## src/rtl/hpi_access_sequencer_if.sv

```systemverilog
// hpi_access_sequencer_if: requester handshakes and HPI pin bundle for the access sequencer.
// The sequencer takes the slave view; requesters and the HPI side take the master view.
interface hpi_access_sequencer_if;
    logic        req0, we0, ack0;
    logic [1:0]  addr0;
    logic [15:0] wdata0, rdata0;
    logic        req1, we1, ack1;
    logic [1:0]  addr1;
    logic [15:0] wdata1, rdata1;
    logic [1:0]  hpi_address;
    logic [15:0] hpi_data_out, hpi_data_in;
    logic        hpi_r, hpi_w, hpi_cs;
    logic        busy, grant_id;

    modport slave (
        input  req0, we0, addr0, wdata0, req1, we1, addr1, wdata1, hpi_data_in,
        output ack0, rdata0, ack1, rdata1, hpi_address, hpi_data_out,
        output hpi_r, hpi_w, hpi_cs, busy, grant_id
    );
    modport master (
        output req0, we0, addr0, wdata0, req1, we1, addr1, wdata1, hpi_data_in,
        input  ack0, rdata0, ack1, rdata1, hpi_address, hpi_data_out,
        input  hpi_r, hpi_w, hpi_cs, busy, grant_id
    );
endinterface

```

## src/rtl/hpi_access_sequencer.sv

```systemverilog
// hpi_access_sequencer: round-robin two-port arbiter driving timed HPI read/write cycles.
// One down-counter times the strobe, hold and recovery phases of each access.
module hpi_access_sequencer #(
    parameter int STROBE_CYCLES  = 2,
    parameter int HOLD_CYCLES    = 2,
    parameter int RECOVER_CYCLES = 2
) (
    input logic Clk,
    input logic Reset,
    hpi_access_sequencer_if.slave bus
);
    typedef enum logic [2:0] {IDLE, SETUP, STROBE, HOLD, RECOVER} state_t;

    localparam logic [3:0] STB_N  = 4'(STROBE_CYCLES - 1);
    localparam logic [3:0] HOLD_N = 4'(HOLD_CYCLES - 1);
    localparam logic [3:0] HOLD_2 = 4'(HOLD_CYCLES - 2);
    localparam logic [3:0] REC_N  = 4'(RECOVER_CYCLES - 1);

    state_t      state_q, state_d;
    logic [3:0]  cnt_q, cnt_d;
    logic        we_q, we_d, grant_q, grant_d, last_q, last_d, g;
    logic [1:0]  addr_q, addr_d;
    logic [15:0] wdata_q, wdata_d, rdata0_q, rdata0_d, rdata1_q, rdata1_d;
    logic        ack;

    always_ff @(posedge Clk or posedge Reset) begin
        if (Reset) begin
            state_q  <= IDLE;
            cnt_q    <= '0;
            we_q     <= 1'b0;
            grant_q  <= 1'b0;
            last_q   <= 1'b1;
            addr_q   <= '0;
            wdata_q  <= '0;
            rdata0_q <= '0;
            rdata1_q <= '0;
        end else begin
            state_q  <= state_d;
            cnt_q    <= cnt_d;
            we_q     <= we_d;
            grant_q  <= grant_d;
            last_q   <= last_d;
            addr_q   <= addr_d;
            wdata_q  <= wdata_d;
            rdata0_q <= rdata0_d;
            rdata1_q <= rdata1_d;
        end
    end

    always_comb begin
        state_d  = state_q;
        cnt_d    = cnt_q;
        we_d     = we_q;
        grant_d  = grant_q;
        last_d   = last_q;
        addr_d   = addr_q;
        wdata_d  = wdata_q;
        rdata0_d = rdata0_q;
        rdata1_d = rdata1_q;
        g        = (bus.req0 && bus.req1) ? !last_q : bus.req1;
        case (state_q)
            IDLE: if (bus.req0 || bus.req1) begin
                grant_d = g;
                last_d  = g;
                we_d    = g ? bus.we1 : bus.we0;
                addr_d  = g ? bus.addr1 : bus.addr0;
                wdata_d = g ? bus.wdata1 : bus.wdata0;
                state_d = SETUP;
            end
            SETUP: begin
                state_d = STROBE;
                cnt_d   = STB_N;
            end
            STROBE: begin
                state_d = (cnt_q == 4'd0) ? HOLD : STROBE;
                cnt_d   = (cnt_q == 4'd0) ? HOLD_N : cnt_q - 4'd1;
            end
            HOLD: begin
                // Second hold cycle: the last strobe cycle has cleared both interface register stages.
                if (!we_q && cnt_q == HOLD_2) begin
                    rdata0_d = grant_q ? rdata0_q : bus.hpi_data_in;
                    rdata1_d = grant_q ? bus.hpi_data_in : rdata1_q;
                end
                state_d = (cnt_q == 4'd0) ? RECOVER : HOLD;
                cnt_d   = (cnt_q == 4'd0) ? REC_N : cnt_q - 4'd1;
            end
            RECOVER: begin
                state_d = (cnt_q == 4'd0) ? IDLE : RECOVER;
                cnt_d   = (cnt_q == 4'd0) ? 4'd0 : cnt_q - 4'd1;
            end
            default: state_d = IDLE;
        endcase
    end

    assign ack              = (state_q == RECOVER) && (cnt_q == REC_N);
    assign bus.ack0         = ack && !grant_q;
    assign bus.ack1         = ack && grant_q;
    assign bus.rdata0       = rdata0_q;
    assign bus.rdata1       = rdata1_q;
    assign bus.hpi_address  = addr_q;
    assign bus.hpi_data_out = wdata_q;
    assign bus.hpi_cs       = !(state_q == SETUP || state_q == STROBE || state_q == HOLD);
    assign bus.hpi_w        = !(state_q == STROBE && we_q);
    assign bus.hpi_r        = !(state_q == STROBE && !we_q);
    assign bus.busy         = state_q != IDLE;
    assign bus.grant_id     = grant_q;
endmodule

```

## src/flat_wrapper.sv

```systemverilog
// flat-port wrapper written by rule: the top's interface ports become plain ports
module hpi_access_sequencer_flat 
#(
    parameter int STROBE_CYCLES  = 2,
    parameter int HOLD_CYCLES    = 2,
    parameter int RECOVER_CYCLES = 2
)
  (Clk, Reset, bus_req0, bus_we0, bus_addr0, bus_wdata0, bus_req1, bus_we1, bus_addr1, bus_wdata1, bus_hpi_data_in, bus_ack0, bus_rdata0, bus_ack1, bus_rdata1, bus_hpi_address, bus_hpi_data_out, bus_hpi_r, bus_hpi_w, bus_hpi_cs, bus_busy, bus_grant_id);
  hpi_access_sequencer_if bus_i ();
  input logic Clk;
  input logic Reset;
  input wire logic [$bits(bus_i.req0)-1:0] bus_req0;
  input wire logic [$bits(bus_i.we0)-1:0] bus_we0;
  input wire logic [$bits(bus_i.addr0)-1:0] bus_addr0;
  input wire logic [$bits(bus_i.wdata0)-1:0] bus_wdata0;
  input wire logic [$bits(bus_i.req1)-1:0] bus_req1;
  input wire logic [$bits(bus_i.we1)-1:0] bus_we1;
  input wire logic [$bits(bus_i.addr1)-1:0] bus_addr1;
  input wire logic [$bits(bus_i.wdata1)-1:0] bus_wdata1;
  input wire logic [$bits(bus_i.hpi_data_in)-1:0] bus_hpi_data_in;
  output wire logic [$bits(bus_i.ack0)-1:0] bus_ack0;
  output wire logic [$bits(bus_i.rdata0)-1:0] bus_rdata0;
  output wire logic [$bits(bus_i.ack1)-1:0] bus_ack1;
  output wire logic [$bits(bus_i.rdata1)-1:0] bus_rdata1;
  output wire logic [$bits(bus_i.hpi_address)-1:0] bus_hpi_address;
  output wire logic [$bits(bus_i.hpi_data_out)-1:0] bus_hpi_data_out;
  output wire logic [$bits(bus_i.hpi_r)-1:0] bus_hpi_r;
  output wire logic [$bits(bus_i.hpi_w)-1:0] bus_hpi_w;
  output wire logic [$bits(bus_i.hpi_cs)-1:0] bus_hpi_cs;
  output wire logic [$bits(bus_i.busy)-1:0] bus_busy;
  output wire logic [$bits(bus_i.grant_id)-1:0] bus_grant_id;
  assign bus_i.req0 = bus_req0;
  assign bus_i.we0 = bus_we0;
  assign bus_i.addr0 = bus_addr0;
  assign bus_i.wdata0 = bus_wdata0;
  assign bus_i.req1 = bus_req1;
  assign bus_i.we1 = bus_we1;
  assign bus_i.addr1 = bus_addr1;
  assign bus_i.wdata1 = bus_wdata1;
  assign bus_i.hpi_data_in = bus_hpi_data_in;
  assign bus_ack0 = bus_i.ack0;
  assign bus_rdata0 = bus_i.rdata0;
  assign bus_ack1 = bus_i.ack1;
  assign bus_rdata1 = bus_i.rdata1;
  assign bus_hpi_address = bus_i.hpi_address;
  assign bus_hpi_data_out = bus_i.hpi_data_out;
  assign bus_hpi_r = bus_i.hpi_r;
  assign bus_hpi_w = bus_i.hpi_w;
  assign bus_hpi_cs = bus_i.hpi_cs;
  assign bus_busy = bus_i.busy;
  assign bus_grant_id = bus_i.grant_id;
  hpi_access_sequencer #(.STROBE_CYCLES(STROBE_CYCLES), .HOLD_CYCLES(HOLD_CYCLES), .RECOVER_CYCLES(RECOVER_CYCLES)) u_core (.Clk(Clk), .Reset(Reset), .bus(bus_i));
endmodule
```

## config.mk

```make
export PLATFORM = sky130hd
export DESIGN_NAME = hpi_access_sequencer_flat
export DESIGN_NICKNAME = d
export VERILOG_FILES = /design/src/rtl/hpi_access_sequencer_if.sv /design/src/rtl/hpi_access_sequencer.sv /design/src/flat_wrapper.sv
export SDC_FILE = /design/constraint.sdc
export NUM_CORES = 1
export LEC_CHECK = 0
export BUFFER_PORTS_ARGS = -buffer_cell sky130_fd_sc_hd__buf_2
export CAP_MARGIN = 20
export CORE_AREA = 2 2 76 78
export CTS_BUF_LIST = sky130_fd_sc_hd__clkbuf_8
export DETAILED_ROUTE_END_ITERATION = 8
export DIE_AREA = 0 0 78 80
export PLACE_DENSITY = 0.91
export RECOVER_POWER = 100
export SYNTH_ARGS = -nofsm -noshare
export SYNTH_HDL_FRONTEND = slang
export SYNTH_SLANG_ARGS = --single-unit
```

## constraint.sdc

```tcl
create_clock -name Clk -period 5.61 [get_ports Clk]
set_clock_uncertainty 0.1 [all_clocks]
set_input_delay 0.2805 -clock Clk [delete_from_list [all_inputs] [get_ports Clk]]
set_output_delay 0.2805 -clock Clk [all_outputs]
set_load 0.1 [all_outputs]
```

==> results, run 1 <==
- The final reports fail on max-capacitance violations, max-slew violations.
- Setup repair after global routing left no endpoint under its margin.
- After synthesis the cells add up to 2750 um2.
- The later pin in the worst-skew pair is clocked with a latency of 330 ps.
- The number of global-route vias before repair was 2166.
- Global routing finished with a remaining overflow of 0.
- The number of register bits inferred by synthesis is 60.
- The die covers 6240 um2.
- The share of synthesized area in the top cell type comes to a little over half.
- The cts-stage hold buffer count is 0.
- Entering global routing, the biggest net connects 61 pins.
- The net total in the final layout is 401.
- After legalization and detailed placement, the total HPWL measured 4.52 mm.
- In this run the worst hold path is classified as primary input to register.
- The number of primary I/O pins is 115.
- In the post-synthesis netlist, the biggest area contributors are dfrtp_1 54%, mux2_2 9.8%, mux2i_1 7.3%, mux2_4 5.5%, a21oi_1 4.2%.
- The area inside the core boundary is 5410 um2.
- The clock slew at the register clock pins of the worst setup and hold paths is 70 ps.
- The dominant cell by count in the synthesized netlist is dfrtp_1.
- The number of hold violations in the final report is 0.
- The synthesis warning total is 0.
- After detailed routing, the number of remaining DRC violations is 0.
- The final period demand of the worst path is 3270 ps.
- The number of I/O port buffers is 114.
- STA classifies the critical path endpoint as a register.
- The buffer depth of the longest clock path is 2.
- The height of the chip is 80 um.
- The average instance in the mapped netlist occupies 12.2 um2.
- After synthesis, the most frequently instantiated cells are 59 x dfrtp_1, 24 x mux2_2, 24 x nor2_1, 23 x a21oi_1, 20 x mux2i_1.
- The effective utilization at floorplan is 50.8%.
- The vias per cell is 5.15.
- The relative slew slack is -107%.
- The final critical path takes up 58.2% of the cycle.
- Prior to clock tree synthesis, the placed netlist has a worst setup slack of 2900 ps.
- Relative to the synthesized area, the layout overhead comes to 25.9%.
- The pre-antenna-repair detailed-routing pass consisted of 4 iterations.
- The largest driver fanout on the critical path is 25.
- The slew at the pin closest to its max-slew limit is 3100 ps.
- The final setup TNS is 0 ps.
- The max-slew violation total from the final report is 61.
- The vias after detailed routing is 2146.
- The flip-flop cell with the highest count after synthesis is dfrtp_1.
- The routed length per placed instance is ~15 um.
- The DRC violation total after the first TritonRoute iteration is 130.
- When the netlist entered floorplanning its net count stood at approximately 290.
- The fraction of final layout cells with drive strength greater than 1 is 30.1%.
- The count of maximum capacitance violations is 1.
- Once the clock tree was built, the resizer swapped 0 gates to a different size.
- The worst path required time is 5760 ps.
- The number of routed nets with antenna violations is 0.
- By startpoint and endpoint, the worst setup path is classified as register to register.
- After layout, the worst setup slack is 2340 ps.
- The distinct cell type count of the synthesized netlist is 37.
- The congestion estimate from routability-driven global placement came to 0.851.
- In the synthesized netlist the async set-or-reset flop fraction comes to 100%.
- The final layout contains routed wiring with a total length of around 6.3 mm.
- CTS saw 60 sinks.
- The arrival time of the worst setup path is approximately 3400 ps.
- The achievable clock frequency is 306 MHz.
- Setup violations remaining at the end of the flow were counted as 0.
- The initial antenna violation count was 0.
- The clock tree synthesis step divided the H-tree into 3 levels.
- STA classifies the critical path startpoint as a register.
- Buffers added to address setup during post-CTS repair amount to 0.
- The first global-routing pass estimated 9.88 mm of wire.
- The total routing resource utilization after global routing is between 20% and 30%.
- TritonCTS built the clock tree.
- The biggest area consumer among synthesized cells is dfrtp_1.
- The overall die width is around 80 um.
- Of the synthesized area, sequential elements account for a little over half.
- In this run the clock root is driven by a clkbuf_8.
- In this run, synthesis inferred 0 flip-flops with an integrated enable.
- In this run, CTS created clock tree buffers numbering 9.
- The flow ran to the end, but the final reports show violations.
- The final antenna diode count is 0.
- Row generation in the floorplan step produced 27 rows.
- In the synthesized netlist, the number of instances is 225.
## cell usage in the layout (no fill, tap or decap), types with 2 or more instances in the layout
cell type,count
nand2b_1,4
clkinv_4,2
a211oi_1,2
mux2i_1,20
dfrtp_1,59
bufinv_16,2
a31oi_1,2
nor3_1,2
nor2_1,24
or3b_2,2
a21oi_1,23
mux2_2,24
ha_1,3
clkbuf_8,9
nand3_1,4
clkbuf_1,59
or3_1,2
buf_2,57
o21ai_0,4
mux2_1,10
inv_1,5
nand2_1,5
## worst paths after layout
path                                      startpoint                         end  slack [ps]  cells past startpoint
worst min-delay path              bus_hpi_data_in[6]        u_core.bus.rdata0[6]          70                      2
worst max register to register     u_core.state_q[2]               u_core.last_q        2340                      4
worst min register to register  u_core.bus.rdata1[5]        u_core.bus.rdata1[5]         410                      1
max in group asynchronous                      Reset  u_core.bus.hpi_data_out[2]        2620                      3
worst max-delay path               u_core.state_q[2]               u_core.last_q        2340                      4
min in group asynchronous                      Reset        u_core.bus.rdata0[7]        1040                      3
## routing by layer
layer | vias up | track usage [%] | part of all wire [%]
met3 | 8 | 3.62 | 4.1
met5 | - | 0 | 0
li1 | 1035 | - | -
met4 | 0 | 9.47 | 1.1
met1 | 1028 | 23.5 | 40
met2 | 75 | 37.8 | 55
## cell families (layout without fill, tap and decap cells)
group | after synthesis | count (layout) | share of synthesized area [%]
flip-flops | 60 | 60 | 54.7
adder cells (fa/ha/maj) | 3 | 3 | 1.37
AO/OA/AOI/OAI | 39 | 39 | 8.42
buffers and inverters | 18 | 138 | 3.28
multiplexers | 54 | 54 | 22.6
AND/OR/NAND/NOR | 51 | 51 | 9.65
## critical path, cell delays in order, from the launching register on
cell and delay (ps):
dfrtp_1 550, or3_1 470, nor2_1 860, clkbuf_1 800
mux2_2 410
## state kept, by name, indices dropped and copies added (netlist names)
| name | flops |
|---|---|
| u_core.bus.grant_id | 1 |
| u_core.bus.hpi_address | 2 |
| u_core.bus.hpi_data_out | 16 |
| u_core.bus.rdata0 | 16 |
| u_core.bus.rdata1 | 16 |
| u_core.cnt_q | 4 |
| u_core.last_q | 1 |
| u_core.state_q | 3 |
| u_core.we_q | 1 |
## final cells by class
type,count,area (um2)
Fill cell,473,1950
Sequential cell,60,1500
Multi-Input combinational cell,147,1110
Timing Repair Buffer,117,514
Clock buffer,9,124
Clock inverter,7,98.8
Tap cell,72,90.1
Inverter,5,18.8
## per-stage QoR
stage	std cells	util (%)	hold slack [ps]	area [um2]
after floorplan	225	-	329	2750
after global placement	401	62.3	383	3370
after detailed placement	401	62.3	386	3370
after CTS	417	66.4	70.3	3590
after global routing	417	64.0	61.9	3460
final	417	64.0	73.7	3460
Power of run 1 is not shown: default switching activity piles up to over one toggle a cycle in this logic, so the estimate is an artifact.
==> inputs of run 2 (changes only) <==
--- a/config.mk
+++ b/config.mk
@@ -7,11 +7,11 @@
 export LEC_CHECK = 0
 export BUFFER_PORTS_ARGS = -buffer_cell sky130_fd_sc_hd__buf_2
 export CAP_MARGIN = 20
-export CORE_AREA = 2 2 76 78
+export CORE_AREA = 2 2 78 80
 export CTS_BUF_LIST = sky130_fd_sc_hd__clkbuf_8
 export DETAILED_ROUTE_END_ITERATION = 8
-export DIE_AREA = 0 0 78 80
-export PLACE_DENSITY = 0.91
+export DIE_AREA = 0 0 80 82
+export PLACE_DENSITY = 0.87
 export RECOVER_POWER = 100
 export SYNTH_ARGS = -nofsm -noshare
 export SYNTH_HDL_FRONTEND = slang
==> constraint.sdc (replaced) <==
create_clock -name Clk -period 3.3 [get_ports Clk]
set_clock_uncertainty 0.1 [all_clocks]
set_input_delay 0.165 -clock Clk [delete_from_list [all_inputs] [get_ports Clk]]
set_output_delay 0.165 -clock Clk [all_outputs]
set_load 0.1 [all_outputs]
==> run 2 against run 1 <==
  * The flow still finishes with violations (max-capacitance violations, max-slew violations)
  * Non-clock buffer count grew 18
  * Utilization shrank 0.72 points
  * Critical path depth is the same
  * Setup slack lost 1900 ps
  * Hold slack lost 56 ps
  * Critical path type is now register to output port
  * Die area grew 5.1%
  * Cell area grew 5.1%
  * Via count grew 3.7%
  * Global-route usage shrank 0.34 points
  * Flip-flop and latch count is the same
  * Sequential share of layout area shrank 2.1 points
==> results, run 2 (same netlist as run 1, synthesis figures left out) <==
- The buffer depth of the longest clock path is 2 (unchanged).
- The net total in the final layout is 419 (+4.5%).
- The number of I/O port buffers is 114 (unchanged).
- The maximum number of pins on one net before global-route repair was 42 (-31%).
- The count of maximum capacitance violations was 1 (unchanged).
- The vias per cell is 5.08 (-1.3%).
- The total overflow reported by the global router is 0 (unchanged).
- The library cell used most frequently in the layout, excluding fill and tap cells, is dfrtp_1.
- The number of fill cells is 488 (+3.2%).
- The vias after detailed routing is 2225 (+3.7%).
- The post-place setup slack is 528 ps (-2370 ps).
- The overall die width was 80 um (+2.6%).
- The height of the chip was 82 um (+2.5%).
- The number of core rows is 28 (+3.7%).
- The effective utilization at floorplan is 47.8% (-3.0 points).
- The number of primary I/O pins is 115 (unchanged).
- The DRC violation total after the first TritonRoute iteration is 200 (+54%).
- The worst setup path is of the register to output port kind.
- The clock period could shrink to 2890 ps.
- The first-pass GRT wire length is 10.1 mm (+1.8%).
- Leaving out fill and tap cells, the most frequent cells in the layout are 59 x dfrtp_1, 58 x clkbuf_1, 57 x buf_2.
- The cell count after placement was 405 (+1.0%).
- The worst path required time was 3030 ps (-2730 ps).
- The slew at the pin closest to its max-slew limit was 1500 ps (-1600 ps).
- The post-route fraction of the period consumed by the critical path is 87.5%.
- The run finished, with violations left.
- The die area is 6560 um2 (+5.1%).
- The estimated wirelength of the detail-placed design is 4.60 mm (+1.6%).
- The post-route worst setup slack is 413 ps (-1930 ps).
- The clock buffer count from CTS is 9 (unchanged).
- The final routed wirelength across all metal layers was 6.52 mm (+3.4%).
- The count of placed standard cells in the final layout, fillers left out is 438 (+5.0%).
- The number of global-route vias before repair was 2082 (-3.9%).
- The arrival time of the worst setup path was 2620 ps (-800 ps).
- Compared with the post-synthesis result, the final layout area differs by 32.3%.
- The element type at the critical path end is an output port.
- The cell chosen for the clock root is clkbuf_8.
- The number of search-and-repair iterations in the first detailed-routing pass is 5 (+1).
- The post-cts resize count was 0 (unchanged).
- The initial antenna violation count came to 0 (unchanged).
- The largest driver fanout on the critical path came to 14 (-44%).
- The checks that failed: max-capacitance violations, max-slew violations.
- The number of post-CTS setup repair buffers came to 0 (unchanged).
- The maximum level of the CTS H-tree is 3 (unchanged).
- The setup-violating endpoint count in the final report came to 0 (unchanged).
- The clock tree from TritonCTS is built.
- Derived from the worst setup path, the maximum achievable clock frequency is 346 MHz.
- The relative slew slack is -0.138% (+110 points).
- The worst min-delay path category is primary input to register.
- The area inside the core boundary came to 5750 um2 (+6.3%).
- The clock slew at the register clock pins of the worst setup and hold paths was 80 ps (about the same).
- The number of hold violations in the final report is 0 (unchanged).
- The clock latency reported for the late side of the worst-skew pair is 340 ps (about the same).
- The fraction of final layout cells with drive strength greater than 1 is 29.8% (-0.39 points).
- The final RePlAce weighted congestion is 0.853 (+0.20%).
- The max-slew violation total from the final report was 42 (-31%).
- The final antenna diode count is 0 (unchanged).
- The total routing resource utilization after global routing is 20.3% (-0.34 points).
- The final setup TNS is 0 ps (unchanged).
- The number of clock sinks was 60 (unchanged).
- The number of routed nets with antenna violations is 0 (unchanged).
- The worst setup path is launched from a register.
- Setup repair after global routing left no endpoint under its margin.
- The share of the core filled with cells in the final layout is 63.3% (-0.72 points).
- The number of DRC violations after detailed routing was 0 (unchanged).
- The routed length per placed instance is 14.9 um (-1.5%).
==> run 2: cell types whose count changed in the layout (fill, tap and decap cells not counted), sizes merged <==
cell	delta
clkinv	+1
buf	+1
dlygate4sd3	+17
clkinvlp	-1
inv	+1
bufinv	-1
==> run 2: per-stage QoR <==
stage                     hold WS, ps  area [um2]
after floorplan                   214        2750
after global placement            279        3380
after detailed placement          293        3380
after CTS                        9.99        3750
after global routing             26.0        3630
final                            17.5        3630
==> run 2: final timing paths <==
kind | slack, ps | end | cells past startpoint | start
max | 410 | bus_ack1 | 4 | u_core.state_q[0]
min | 20 | u_core.bus.hpi_data_out[4] | 3 | bus_wdata0[4]
max reg2reg | 490 | u_core.bus.hpi_data_out[0] | 5 | u_core.state_q[2]
min reg2reg | 390 | u_core.bus.rdata0[3] | 1 | u_core.bus.rdata0[3]
max in group asynchronous | 780 | u_core.bus.hpi_data_out[0] | 4 | Reset
min in group asynchronous | 730 | u_core.bus.rdata0[7] | 3 | Reset
==> run 2: timing repair <==
| item | CTS | global route |
|---|---|---|
| hold buffers | 17 | 0 |
| endpoints found under the hold margin | 71 | 0 |
| setup endpoints to repair | 0 | 0 |
==> run 2: area by class of cell <==
cell class                      count  area [um2]  share of cell area [%]
Sequential cell                    60        1500                    41.3
Multi-Input combinational cell    147        1130                    31.0
Timing Repair Buffer              135         693                    19.1
Clock buffer                        9         124                    3.41
Tap cell                           75        93.8                    2.58
Clock inverter                      7        75.1                    2.07
Inverter                            5        18.8                   0.516
==> run 2: critical path, stage by stage, from the launching register on <==
cell,delay [ps]
dfrtp_1,520
nor2_1,410
and3_1,270
and4b_1,210
clkbuf_1,860
==> run 2: layer usage <==
layer  up-vias  wire [um]  track usage [%]
li1       1064          -                -
met3        14        413             5.27
met2        95       3330             34.5
met5         -          0                0
met4         0        131             9.66
met1      1052       2640             24.2
Power of run 2 is left out for the same reason.
